## src/rtl/zoom_pkg.sv

```systemverilog
// zoom_pkg -- shared definitions for the zoom/replicate address generator.
//   * zoom factor encodings carried on fator_zoom
//   * FSM state encoding (also visible on the estado_dbg port of the top)
//   * shift_of(): factor code -> right-shift applied to destination coords
package zoom_pkg;

  // Zoom factor codes
  localparam logic [1:0] FATOR_1X = 2'b00;
  localparam logic [1:0] FATOR_2X = 2'b01;
  localparam logic [1:0] FATOR_4X = 2'b10;
  localparam logic [1:0] FATOR_8X = 2'b11;

  // FSM states; OCIOSO is all-zero so a reset state reads as 0 on the debug port
  localparam logic [1:0] ST_OCIOSO   = 2'b00;
  localparam logic [1:0] ST_VARRENDO = 2'b01;
  localparam logic [1:0] ST_FIM      = 2'b10;

  // Each destination pixel is replicated 2^shift times per axis.
  function automatic logic [1:0] shift_of(input logic [1:0] fator);
    logic [1:0] s;
    case (fator)
      FATOR_1X: s = 2'd0;
      FATOR_2X: s = 2'd1;
      FATOR_4X: s = 2'd2;
      FATOR_8X: s = 2'd3;
      default:  s = 2'd0;
    endcase
    return s;
  endfunction

endpackage

```

## src/rtl/zoom_coord_map.sv

```systemverilog
// zoom_coord_map -- combinational per-axis mapping from a destination
// coordinate to a source coordinate:
//   fonte = min(offset + (destino >> shift), LIMITE)
// The sum is formed one bit wider than the coordinate so a large offset
// saturates at LIMITE instead of wrapping.
// Ports:
//   destino_i  destination coordinate
//   shift_i    replication shift (0..3)
//   offset_i   pan origin in source coordinates
//   fonte_o    clamped source coordinate
module zoom_coord_map #(
  parameter int COORD_W = 10,
  parameter int LIMITE  = 159
) (
  input  logic [COORD_W-1:0] destino_i,
  input  logic [1:0]         shift_i,
  input  logic [COORD_W-1:0] offset_i,
  output logic [COORD_W-1:0] fonte_o
);

  localparam int SUM_W = COORD_W + 1;
  localparam logic [SUM_W-1:0] LIM = SUM_W'(LIMITE);

  logic [COORD_W-1:0] escalado;
  logic [SUM_W-1:0]   soma;

  always_comb begin
    escalado = destino_i >> shift_i;
    soma     = {1'b0, offset_i} + {1'b0, escalado};
    if (soma > LIM) begin
      fonte_o = LIM[COORD_W-1:0];
    end else begin
      fonte_o = soma[COORD_W-1:0];
    end
  end

endmodule

```

## src/rtl/zoom_rep_addr_gen.sv

```systemverilog
// zoom_rep_addr_gen -- scans a LARG_DEST x ALT_DEST destination frame in
// raster order and, for each destination pixel, emits the source pixel of a
// LARG_FONTE x ALT_FONTE image after integer zoom (pixel replication) and pan.
//
// Handshake: a tuple is transferred on every rising edge where
// valido_saida & pronto_saida are both high. valido_saida never drops while a
// tuple is pending, and every output holds stable until the transfer happens.
//
// Ports:
//   clk, reset          rising-edge clock, synchronous active-high reset
//   start               one-cycle frame request (honoured only when idle)
//   fator_zoom          00=1x 01=2x 10=4x 11=8x (latched on start)
//   offset_x/offset_y   pan origin in source coords (latched on start)
//   pronto_saida        downstream ready
//   valido_saida        output tuple valid
//   x_destino/y_destino current destination pixel
//   x_fonte/y_fonte     mapped source pixel
//   endereco_fonte      y_fonte*LARG_FONTE + x_fonte
//   ultimo              marks the final pixel of the frame
//   ocupado             frame scan in progress
//   fim_quadro          one-cycle pulse after the last pixel is taken
//   estado_dbg          current FSM state
module zoom_rep_addr_gen
  import zoom_pkg::*;
#(
  parameter int LARG_DEST  = 640,
  parameter int ALT_DEST   = 480,
  parameter int LARG_FONTE = 160,
  parameter int ALT_FONTE  = 120,
  parameter int COORD_W    = 10,
  localparam int ADDR_W    = $clog2(LARG_FONTE * ALT_FONTE)
) (
  input  logic               clk,
  input  logic               reset,
  input  logic               start,
  input  logic [1:0]         fator_zoom,
  input  logic [COORD_W-1:0] offset_x,
  input  logic [COORD_W-1:0] offset_y,
  input  logic               pronto_saida,
  output logic               valido_saida,
  output logic [COORD_W-1:0] x_destino,
  output logic [COORD_W-1:0] y_destino,
  output logic [COORD_W-1:0] x_fonte,
  output logic [COORD_W-1:0] y_fonte,
  output logic [ADDR_W-1:0]  endereco_fonte,
  output logic               ultimo,
  output logic               ocupado,
  output logic               fim_quadro,
  output logic [1:0]         estado_dbg
);

  localparam logic [COORD_W-1:0] X_MAX = COORD_W'(LARG_DEST - 1);
  localparam logic [COORD_W-1:0] Y_MAX = COORD_W'(ALT_DEST - 1);

  logic [1:0]         estado_q, estado_d;
  logic [1:0]         fator_q, fator_d;
  logic [COORD_W-1:0] off_x_q, off_x_d;
  logic [COORD_W-1:0] off_y_q, off_y_d;
  logic [COORD_W-1:0] xd_q, xd_d;
  logic [COORD_W-1:0] yd_q, yd_d;
  logic [COORD_W-1:0] xf_q, xf_d;
  logic [COORD_W-1:0] yf_q, yf_d;
  logic [ADDR_W-1:0]  addr_q, addr_d;
  logic               carrega;
  logic               na_ultima;
  logic [1:0]         shift_d;

  assign na_ultima = (xd_q == X_MAX) && (yd_q == Y_MAX);

  // Next-state / next-tuple selection. carrega marks cycles where a new
  // tuple is loaded into the output registers (start or a non-final beat).
  always_comb begin
    estado_d = estado_q;
    fator_d  = fator_q;
    off_x_d  = off_x_q;
    off_y_d  = off_y_q;
    xd_d     = xd_q;
    yd_d     = yd_q;
    carrega  = 1'b0;
    case (estado_q)
      ST_OCIOSO: begin
        if (start) begin
          estado_d = ST_VARRENDO;
          fator_d  = fator_zoom;
          off_x_d  = offset_x;
          off_y_d  = offset_y;
          xd_d     = '0;
          yd_d     = '0;
          carrega  = 1'b1;
        end
      end
      ST_VARRENDO: begin
        if (pronto_saida) begin
          if (na_ultima) begin
            estado_d = ST_FIM;
          end else begin
            carrega = 1'b1;
            if (xd_q == X_MAX) begin
              xd_d = '0;
              yd_d = yd_q + 1'b1;
            end else begin
              xd_d = xd_q + 1'b1;
            end
          end
        end
      end
      ST_FIM: begin
        estado_d = ST_OCIOSO;
      end
      default: begin
        estado_d = ST_OCIOSO;
      end
    endcase
  end

  // The mapping works on the *next* coordinates and the *next* latched
  // configuration, so source coords and address register on the same edge
  // as the destination coords (zero extra latency).
  assign shift_d = shift_of(fator_d);

  zoom_coord_map #(
    .COORD_W (COORD_W),
    .LIMITE  (LARG_FONTE - 1)
  ) u_map_x (
    .destino_i (xd_d),
    .shift_i   (shift_d),
    .offset_i  (off_x_d),
    .fonte_o   (xf_d)
  );

  zoom_coord_map #(
    .COORD_W (COORD_W),
    .LIMITE  (ALT_FONTE - 1)
  ) u_map_y (
    .destino_i (yd_d),
    .shift_i   (shift_d),
    .offset_i  (off_y_d),
    .fonte_o   (yf_d)
  );

  // Clamped coords keep the product inside the source image, so ADDR_W
  // arithmetic cannot overflow.
  assign addr_d = ADDR_W'(yf_d) * ADDR_W'(LARG_FONTE) + ADDR_W'(xf_d);

  always_ff @(posedge clk) begin
    if (reset) begin
      estado_q <= ST_OCIOSO;
      fator_q  <= '0;
      off_x_q  <= '0;
      off_y_q  <= '0;
      xd_q     <= '0;
      yd_q     <= '0;
      xf_q     <= '0;
      yf_q     <= '0;
      addr_q   <= '0;
    end else begin
      estado_q <= estado_d;
      fator_q  <= fator_d;
      off_x_q  <= off_x_d;
      off_y_q  <= off_y_d;
      if (carrega) begin
        xd_q   <= xd_d;
        yd_q   <= yd_d;
        xf_q   <= xf_d;
        yf_q   <= yf_d;
        addr_q <= addr_d;
      end
    end
  end

  assign valido_saida   = (estado_q == ST_VARRENDO);
  assign ocupado        = (estado_q == ST_VARRENDO);
  assign fim_quadro     = (estado_q == ST_FIM);
  assign ultimo         = (estado_q == ST_VARRENDO) && na_ultima;
  assign x_destino      = xd_q;
  assign y_destino      = yd_q;
  assign x_fonte        = xf_q;
  assign y_fonte        = yf_q;
  assign endereco_fonte = addr_q;
  assign estado_dbg     = estado_q;

endmodule

```

## config.mk

```make
export PLATFORM = sky130hd
export DESIGN_NAME = zoom_rep_addr_gen
export DESIGN_NICKNAME = d
export VERILOG_FILES = /design/src/rtl/zoom_pkg.sv /design/src/rtl/zoom_coord_map.sv /design/src/rtl/zoom_rep_addr_gen.sv
export SDC_FILE = /design/constraint.sdc
export NUM_CORES = 1
export LEC_CHECK = 0
export CAP_MARGIN = 20
export CORE_UTILIZATION = 49
export DETAILED_ROUTE_END_ITERATION = 10
export GPL_TIMING_DRIVEN = 0
export PLACE_DENSITY_LB_ADDON = 0.2
export SLEW_MARGIN = 30
export SYNTH_ARGS = -nofsm -noshare
export SYNTH_HDL_FRONTEND = slang
export SYNTH_HIERARCHICAL = 1
export SYNTH_SLANG_ARGS = --single-unit
```

## constraint.sdc

```tcl
create_clock -name clk -period 7.75 [get_ports clk]
set_clock_uncertainty 0.05 [all_clocks]
set_input_delay 1.55 -clock clk [delete_from_list [all_inputs] [get_ports clk]]
set_output_delay 1.55 -clock clk [all_outputs]
set_load 0.02 [all_outputs]
```

==> results of run 1 <==
[tightest hold or removal path: stages, from the launching register on]
cell and delay, ps:
dfxtp_1 310, nand2_1 50, a21oi_1 50
[sequential cells by signal, indices dropped and copies added (netlist names)]
| signal | flops |
|---|---|
| y_destino | 10 |
| y_fonte | 10 |
| endereco_fonte | 10 |
| off_x_q | 10 |
| estado_dbg | 2 |
| fator_q | 2 |
| x_fonte | 10 |
| x_destino | 10 |
| off_y_q | 10 |
[layout by cell type (no fill, tap or decap), drive strengths merged, types with 6 or more instances in the layout]
cell and n:
nand4 13, nor3b 9, nor2b 44, inv 14
nand3 13, mux4 10, clkdlybuf4s50 84, xnor2 11
xor2 10, o21ai 23, a21oi 52, ha 40
a211oi 14, and3 9, a31oi 8, nor3 7
dfxtp 74, buf 36, nand2 71, clkbuf 26
nand3b 6, mux2 25, a21o 8, nor2 38
[metrics by stage]
stage	setup WS, ps	utilization	hold slack (ps)	instance area [um^2]	std cells
2_1_floorplan	221	-	478	5350	617
3_3_place_gp	-1060	0.608	390	6360	837
3_5_place_dp	-1230	0.608	395	6360	837
4_1_cts	15.0	0.631	403	6600	857
5_1_grt	-30.3	0.644	416	6740	862
6_report	282	0.644	401	6740	862
[power by group through the flow]
stage | clock network, mW | logic [mW] | registers, mW
finish | 0.255 | 0.737 | 0.452
global placement | 0 | 0.664 | 0.458
CTS | 0.261 | 0.701 | 0.451
floorplan | 0 | 0.453 | 0.499
global route | 0.275 | 0.807 | 0.457
detailed placement | 0 | 0.681 | 0.460
[cell families (layout without fill, tap and decap cells)]
family | after synthesis | count (layout) | share of synthesized area
and+or+nand+nor | 233 | 233 | 0.235
AOI/OAI and AO/OA | 144 | 144 | 0.185
DFF | 74 | 74 | 0.277
buffers and inverters | 56 | 165 | 0.0541
adders and majority gates | 44 | 44 | 0.109
muxes | 40 | 40 | 0.105
xor gates and xnor gates | 21 | 21 | 0.0344
other | 2 | 5 | 0.00141
[cell type report]
class,instances,area [um^2],share of cell area
repair buffers,95,936,0.139
multi-input cells,487,3690,0.548
plain buffers,40,255,0.0379
clock inverters,4,20.0,0.00297
inverters,15,56.3,0.00835
well taps,136,170,0.0252
clock buffers,11,131,0.0195
flip-flops and latches,74,1480,0.220
[routing by layer]
layer / vias up / GRT usage / part of all wire
met5: - / 0 / 0
met2: 172 / 0.401 / 0.47
met3: 22 / 0.0288 / 0.053
met4: 0 / 0.113 / 0.019
met1: 2304 / 0.327 / 0.46
li1: 2431 / - / -
[path summary, 6_finish.rpt]
| check | end | cells after the start | slack (ps) |
|---|---|---|---|
| worst min-delay path | y_fonte[3]$_SDFFE_PP0P_ | 2 | 400 |
| worst max-delay path | endereco_fonte[13]$_SDFFE_PP0P_ | 26 | 280 |
| worst max register to register | endereco_fonte[13]$_SDFFE_PP0P_ | 23 | 930 |
| worst min register to register | y_fonte[3]$_SDFFE_PP0P_ | 2 | 400 |
[what timing repair did]
action | 4_1_cts | 5_1_grt
endpoints found under the setup margin | 6 | 6
gates resized for setup | 10 | 29
pin swaps | 3 | 8
setup buffers | 5 | 6
==> summary.md, run 1 <==
| Metric | Value |
|---|---|
| Logic pwr share | 0.510 |
| Pint | 0.884 mW |
| First-pass GRT wire length | 22.3 mm |
| Final min period | 7470 ps |
| DIE WIDTH | 106 um |
| Status | finished clean |
| Site Rows | 37 |
| Die height | 106 um |
| MaxCap Viol Count | 0 |
| Yosys cell types | 74 |
| Vias in the first global route | 4652 |
| Worst VDD drop | 0.000136 V |
| Pleak | 2.77 nW |
| Final WL | 13.7 mm |
| Synth area leaders | dfxtp_1, ha_1, nor2b_1, mux2_2, nand2_1 |
| Reg2reg start | x_destino[0]$_SDFFE_PP0P_ |
| Average vias per placed instance | 5.72 |
| Worst min path class | reg -> reg |
| Clock group share of total power | 0.177 |
| Synth Warn # | 6 |
| Total Routing Usage GR | 0.247 |
| DR pass1 iterations | 5 |
| Slowest-stage cell, CP | clkdlybuf4s50_1 |
| Fillers | 919 |
| CP Class | in -> reg |
| I/O Pins | 87 |
| Sw power | 0.560 mW |
| CTS tree | built |
| #FFs+latches synth | 74 |
| CP Capture Type | register |
| Sw frac | 0.388 |
| EDFF count, synth | 0 |
| Post-DR wirelength/cell | 15.9 um |
| Worst EP required | 7960 ps |
| Fmax | 0.134 GHz |
| Crit path DAT | 7680 ps |
| Relative slew slack | 0.481 |
| Share of the synthesized area in the top cell type | 0.277 |
| Share of cells above drive strength 1 | 0.178 |
| CTS Buf Count | 9 |
| Mapped Cells | 614 |
| Count of final setup violators | 0 |
| Largest net degree at the start of global routing | 12 |
| Main flop type after synthesis | dfxtp_1 |
| Worst Hold Launch | y_fonte[3]$_SDFFE_PP0P_ |
| Starting Density | 0.511 |
| DR DRC count | 0 |
| Syn Std Cell Area | 5340 um^2 |
| Post-Route Setup TNS | 0 ps |
| Max-slew violations | 0 |
| Crit path max-delay family | compound AO/OA/AOI/OAI gates |
| Sequential Power Share | 0.313 |
| CORE AREA | 10500 um^2 |
| H-Tree Depth | 3 |
| IO Port Bufs | 84 |
| Clk buf depth | 2 |
| TritonCTS Sinks | 74 |
| Die area | 11300 um^2 |
| Hold-fix buffers, CTS | 0 |
| Final Hold Vio Count | 0 |
| Antenna-violating nets left | 0 |
| Crit path launch | start |
| CTS root buffer | clkbuf_8 |
| Crit start category | primary input |
| Final HPWL DP | 10.2 mm |
| Crit-path max FO | 10 |
| Worst path max stage delay | 450 ps |
| Async SR Flop Fraction | 0 |
| Most common cell in the netlist | dfxtp_1 |
| Layout area overhead | 26.2% |
| Final Net Count | 792 |
| CTS clk-pin slew, worst paths | 80 ps |
| Worst path bufs/invs | 5 |
| Iter 0 DRT Violations | 194 |
| Antenna violations before repair | 0 |
| P per Cell Area | 214 nW/um^2 |
| Area leader, netlist | dfxtp_1 |
| Power Total | 1.44 mW |
| Global route overflow | 0 |
| Worst skew pair latency | 360 ps |
| Sequential share of the synthesized area | 0.277 |
| Most frequent cells after synthesis | dfxtp_1, nand2_1, a21oi_1, nor2b_1, ha_1 |
| Diode count | 0 |
| Vias | 4929 |
| Mean Syn Cell Area | 8.70 um^2 |
| Tcrit/Tclk final | 0.964 |
| Slew @ Worst Pin | 768 ps |
| Placer Congestion | 0.912 |
| Most used cell, CP | ha_1 |
Note: power is estimated with default switching activity, not from simulation.
==> run 2, diff against run 1 <==
==> constraint.sdc (replaced) <==
create_clock -name clk -period 7.75 [get_ports clk]
set_clock_uncertainty 0.05 [all_clocks]
set_input_delay 1.9375 -clock clk [delete_from_list [all_inputs] [get_ports clk]]
set_output_delay 1.9375 -clock clk [all_outputs]
set_load 0.02 [all_outputs]
==> run 2 against run 1 <==
Fmax down 0.45%. Largest power group unchanged. Flip-flop and latch count unchanged. Core utilization rose by 1.4 points. Final cell count rose by 0.58%. Global-route usage is 1.4 points higher. Critical endpoint unchanged. Sequential share of layout area down 0.48 points.
==> summary.md, run 2 (synthesis results as in run 1) <==
| Metric | Value |
|---|---|
| Site Rows | 37 (unchanged) |
| Final Cell Area | 6890 um^2 (+2.2%) |
| Max-slew violations | 0 (unchanged) |
| Sw power | 0.578 mW (+3.2%) |
| Status | finished clean |
| DR pass1 iterations | 5 (unchanged) |
| Commonest non-fill, non-tap cells in the layout | clkdlybuf4s50_1, dfxtp_1, nand2_1 |
| CTS tree | built |
| Crit-path max FO | 10 (unchanged) |
| TritonCTS Sinks | 74 (unchanged) |
| Post-DP Area | 6380 um^2 (+0.22%) |
| Fillers | 892 (-2.9%) |
| Die area | 11300 um^2 (unchanged) |
| Final HPWL DP | 10.6 mm (+4.4%) |
| Logic pwr share | 0.518 (+0.008) |
| Area occupied by multi-input gates | 3810 um^2 (+3.2%) |
| Antenna violations before repair | 0 (unchanged) |
| Slew @ Worst Pin | 814 ps (+46.0 ps) |
| P per Cell Area | 218 nW/um^2 (+1.8%) |
| MaxCap Viol Count | 0 (unchanged) |
| Post-DR wirelength/cell | 16.5 um (+3.7%) |
| Power Total | 1.50 mW (+4.1%) |
| Iter 0 DRT Violations | 300 (+55%) |
| Fmax | 0.133 GHz (-0.45%) |
| RSZ-0062 raised after global routing | false |
| Pint | 0.925 mW (+4.6%) |
| Final min period | 7500 ps (+33.8 ps) |
| Die height | 106 um (unchanged) |
| Tcrit/Tclk final | 0.968 (+0.00436) |
| First-pass GRT wire length | 23.3 mm (+4.7%) |
| Relative slew slack | 0.457 (-0.0240) |
| Diode count | 0 (unchanged) |
| Sequential Power Share | 0.301 (-0.012) |
| IO Port Bufs | 84 (unchanged) |
| Global route overflow | 0 (unchanged) |
| Worst min path class | reg -> reg |
| Share of cells above drive strength 1 | 0.196 (+0.0179) |
| Clock group share of total power | 0.181 (+0.004) |
| H-Tree Depth | 3 (unchanged) |
| Vias | 4924 (-0.10%) |
| Crit path DAT | 7690 ps (about the same) |
| Final Net Count | 796 (+0.51%) |
| CTS Buf Count | 9 (unchanged) |
| Worst EP required | 7930 ps (-30 ps) |
| Antenna-violating nets left | 0 (unchanged) |
| Sw frac | 0.385 (-0.00323) |
| CP Capture Type | register |
| FF/Latch Area | 1480 um^2 (unchanged) |
| Clk buf depth | 2 (unchanged) |
| CTS clk-pin slew, worst paths | 80 ps (about the same) |
| Largest net degree at the start of global routing | 12 (unchanged) |
| Pleak | 2.81 nW (+1.5%) |
| Starting Density | 0.511 (unchanged) |
| Average vias per placed instance | 5.68 (-0.68%) |
| Finished Core Util | 0.659 (+0.0144) |
| Total Routing Usage GR | 0.261 (+0.0140) |
| DR DRC count | 0 (unchanged) |
| Placer Congestion | 0.896 (-1.7%) |
| Final Hold Vio Count | 0 (unchanged) |
| CP Class | in -> reg |
| I/O Pins | 87 (unchanged) |
| Leading cell type in the layout, fill and taps excluded | clkdlybuf4s50_1 |
| DIE WIDTH | 106 um (unchanged) |
| Worst VDD drop | 0.000144 V (+6.0%) |
| Count of final setup violators | 0 (unchanged) |
| Vias in the first global route | 4791 (+3.0%) |
| CTS root buffer | clkbuf_8 |
| Crit start category | primary input |
| Final WL | 14.3 mm (+4.3%) |
| Worst skew pair latency | 360 ps (about the same) |
| Layout area overhead | 29.0% |
| CORE AREA | 10500 um^2 (unchanged) |
## run 2: cell count changes in the layout (fill, tap and decap cells not counted), sizes merged
| cell | previous run | this run |
|---|---|---|
| dlymetal6s2s | 0 | 1 |
| clkbuf | 26 | 29 |
| buf | 36 | 39 |
| clkinv | 5 | 4 |
| clkdlybuf4s50 | 84 | 83 |
## run 2: per-layer routing
layer | track usage | share of wire
met5 | 0 | 0
met4 | 0.0812 | 0.016
met3 | 0.0490 | 0.050
met2 | 0.436 | 0.47
met1 | 0.340 | 0.46
## run 2: worst paths after layout
path | startpoint | end | slack (ps) | cells after the start
worst min register to register | y_fonte[6]$_SDFFE_PP0P_ | y_fonte[6]$_SDFFE_PP0P_ | 400 | 2
worst max register to register | x_destino[0]$_SDFFE_PP0P_ | endereco_fonte[13]$_SDFFE_PP0P_ | 1090 | 25
worst min-delay path | y_fonte[6]$_SDFFE_PP0P_ | y_fonte[6]$_SDFFE_PP0P_ | 400 | 2
worst max-delay path | pronto_saida | endereco_fonte[13]$_SDFFE_PP0P_ | 250 | 25
## run 2: stage by stage
step / hold WS [ps] / worst slack [ps] / TNS [ps] / cells
final: 402 / 248 / 0 / 867
after global routing: 421 / 2.80 / 0 / 867
after CTS: 406 / 7.31 / 0 / 861
after detailed placement: 396 / -1250 / -6160 / 837
after global placement: 390 / -1140 / -5410 / 837
after floorplan: 478 / 11.9 / 0 / 617
## run 2: power by group through the flow
| stage | clock [mW] | combinational, mW | sequential (mW) |
|---|---|---|---|
| floorplan | 0 | 0.454 | 0.499 |
| global placement | 0 | 0.666 | 0.458 |
| detailed placement | 0 | 0.683 | 0.461 |
| CTS | 0.278 | 0.721 | 0.453 |
| global route | 0.297 | 0.845 | 0.458 |
| finish | 0.272 | 0.779 | 0.452 |
## run 2: worst max-delay path, stage by stage
cell       delay (ps)
buf_2             190
inv_1             160
nor4_4            230
buf_6             190
nand4_1           110
a21oi_1           170
o22ai_1           150
mux4_2            530
ha_4              180
fa_2              370
a211oi_4          250
nor2_2             80
a41oi_2           250
mux2_4            330
a22o_4            300
nor3b_4           170
ha_1              320
ha_2              210
fa_2              400
a211oi_4          280
nor3b_2            90
nor4_2            270
o211ai_1          210
nor3b_2           230
a2111oi_2          60
## run 2: final cells by class
cell class                      count  share of cell area
Buffer                             41              0.0381
Sequential cell                    74               0.215
Tap cell                          136              0.0247
Clock buffer                       13              0.0216
Inverter                           15             0.00817
Clock inverter                      3             0.00218
Timing Repair Buffer               98               0.138
Multi-Input combinational cell    487               0.553
## run 2: timing repair
item | 4_1_cts | 5_1_grt
pin swaps | 8 | 23
hold endpoints to repair | 0 | 0
endpoints found under the setup margin | 6 | 6
hold buffers | 0 | 0
gates resized for setup | 26 | 34
setup buffers | 8 | 6
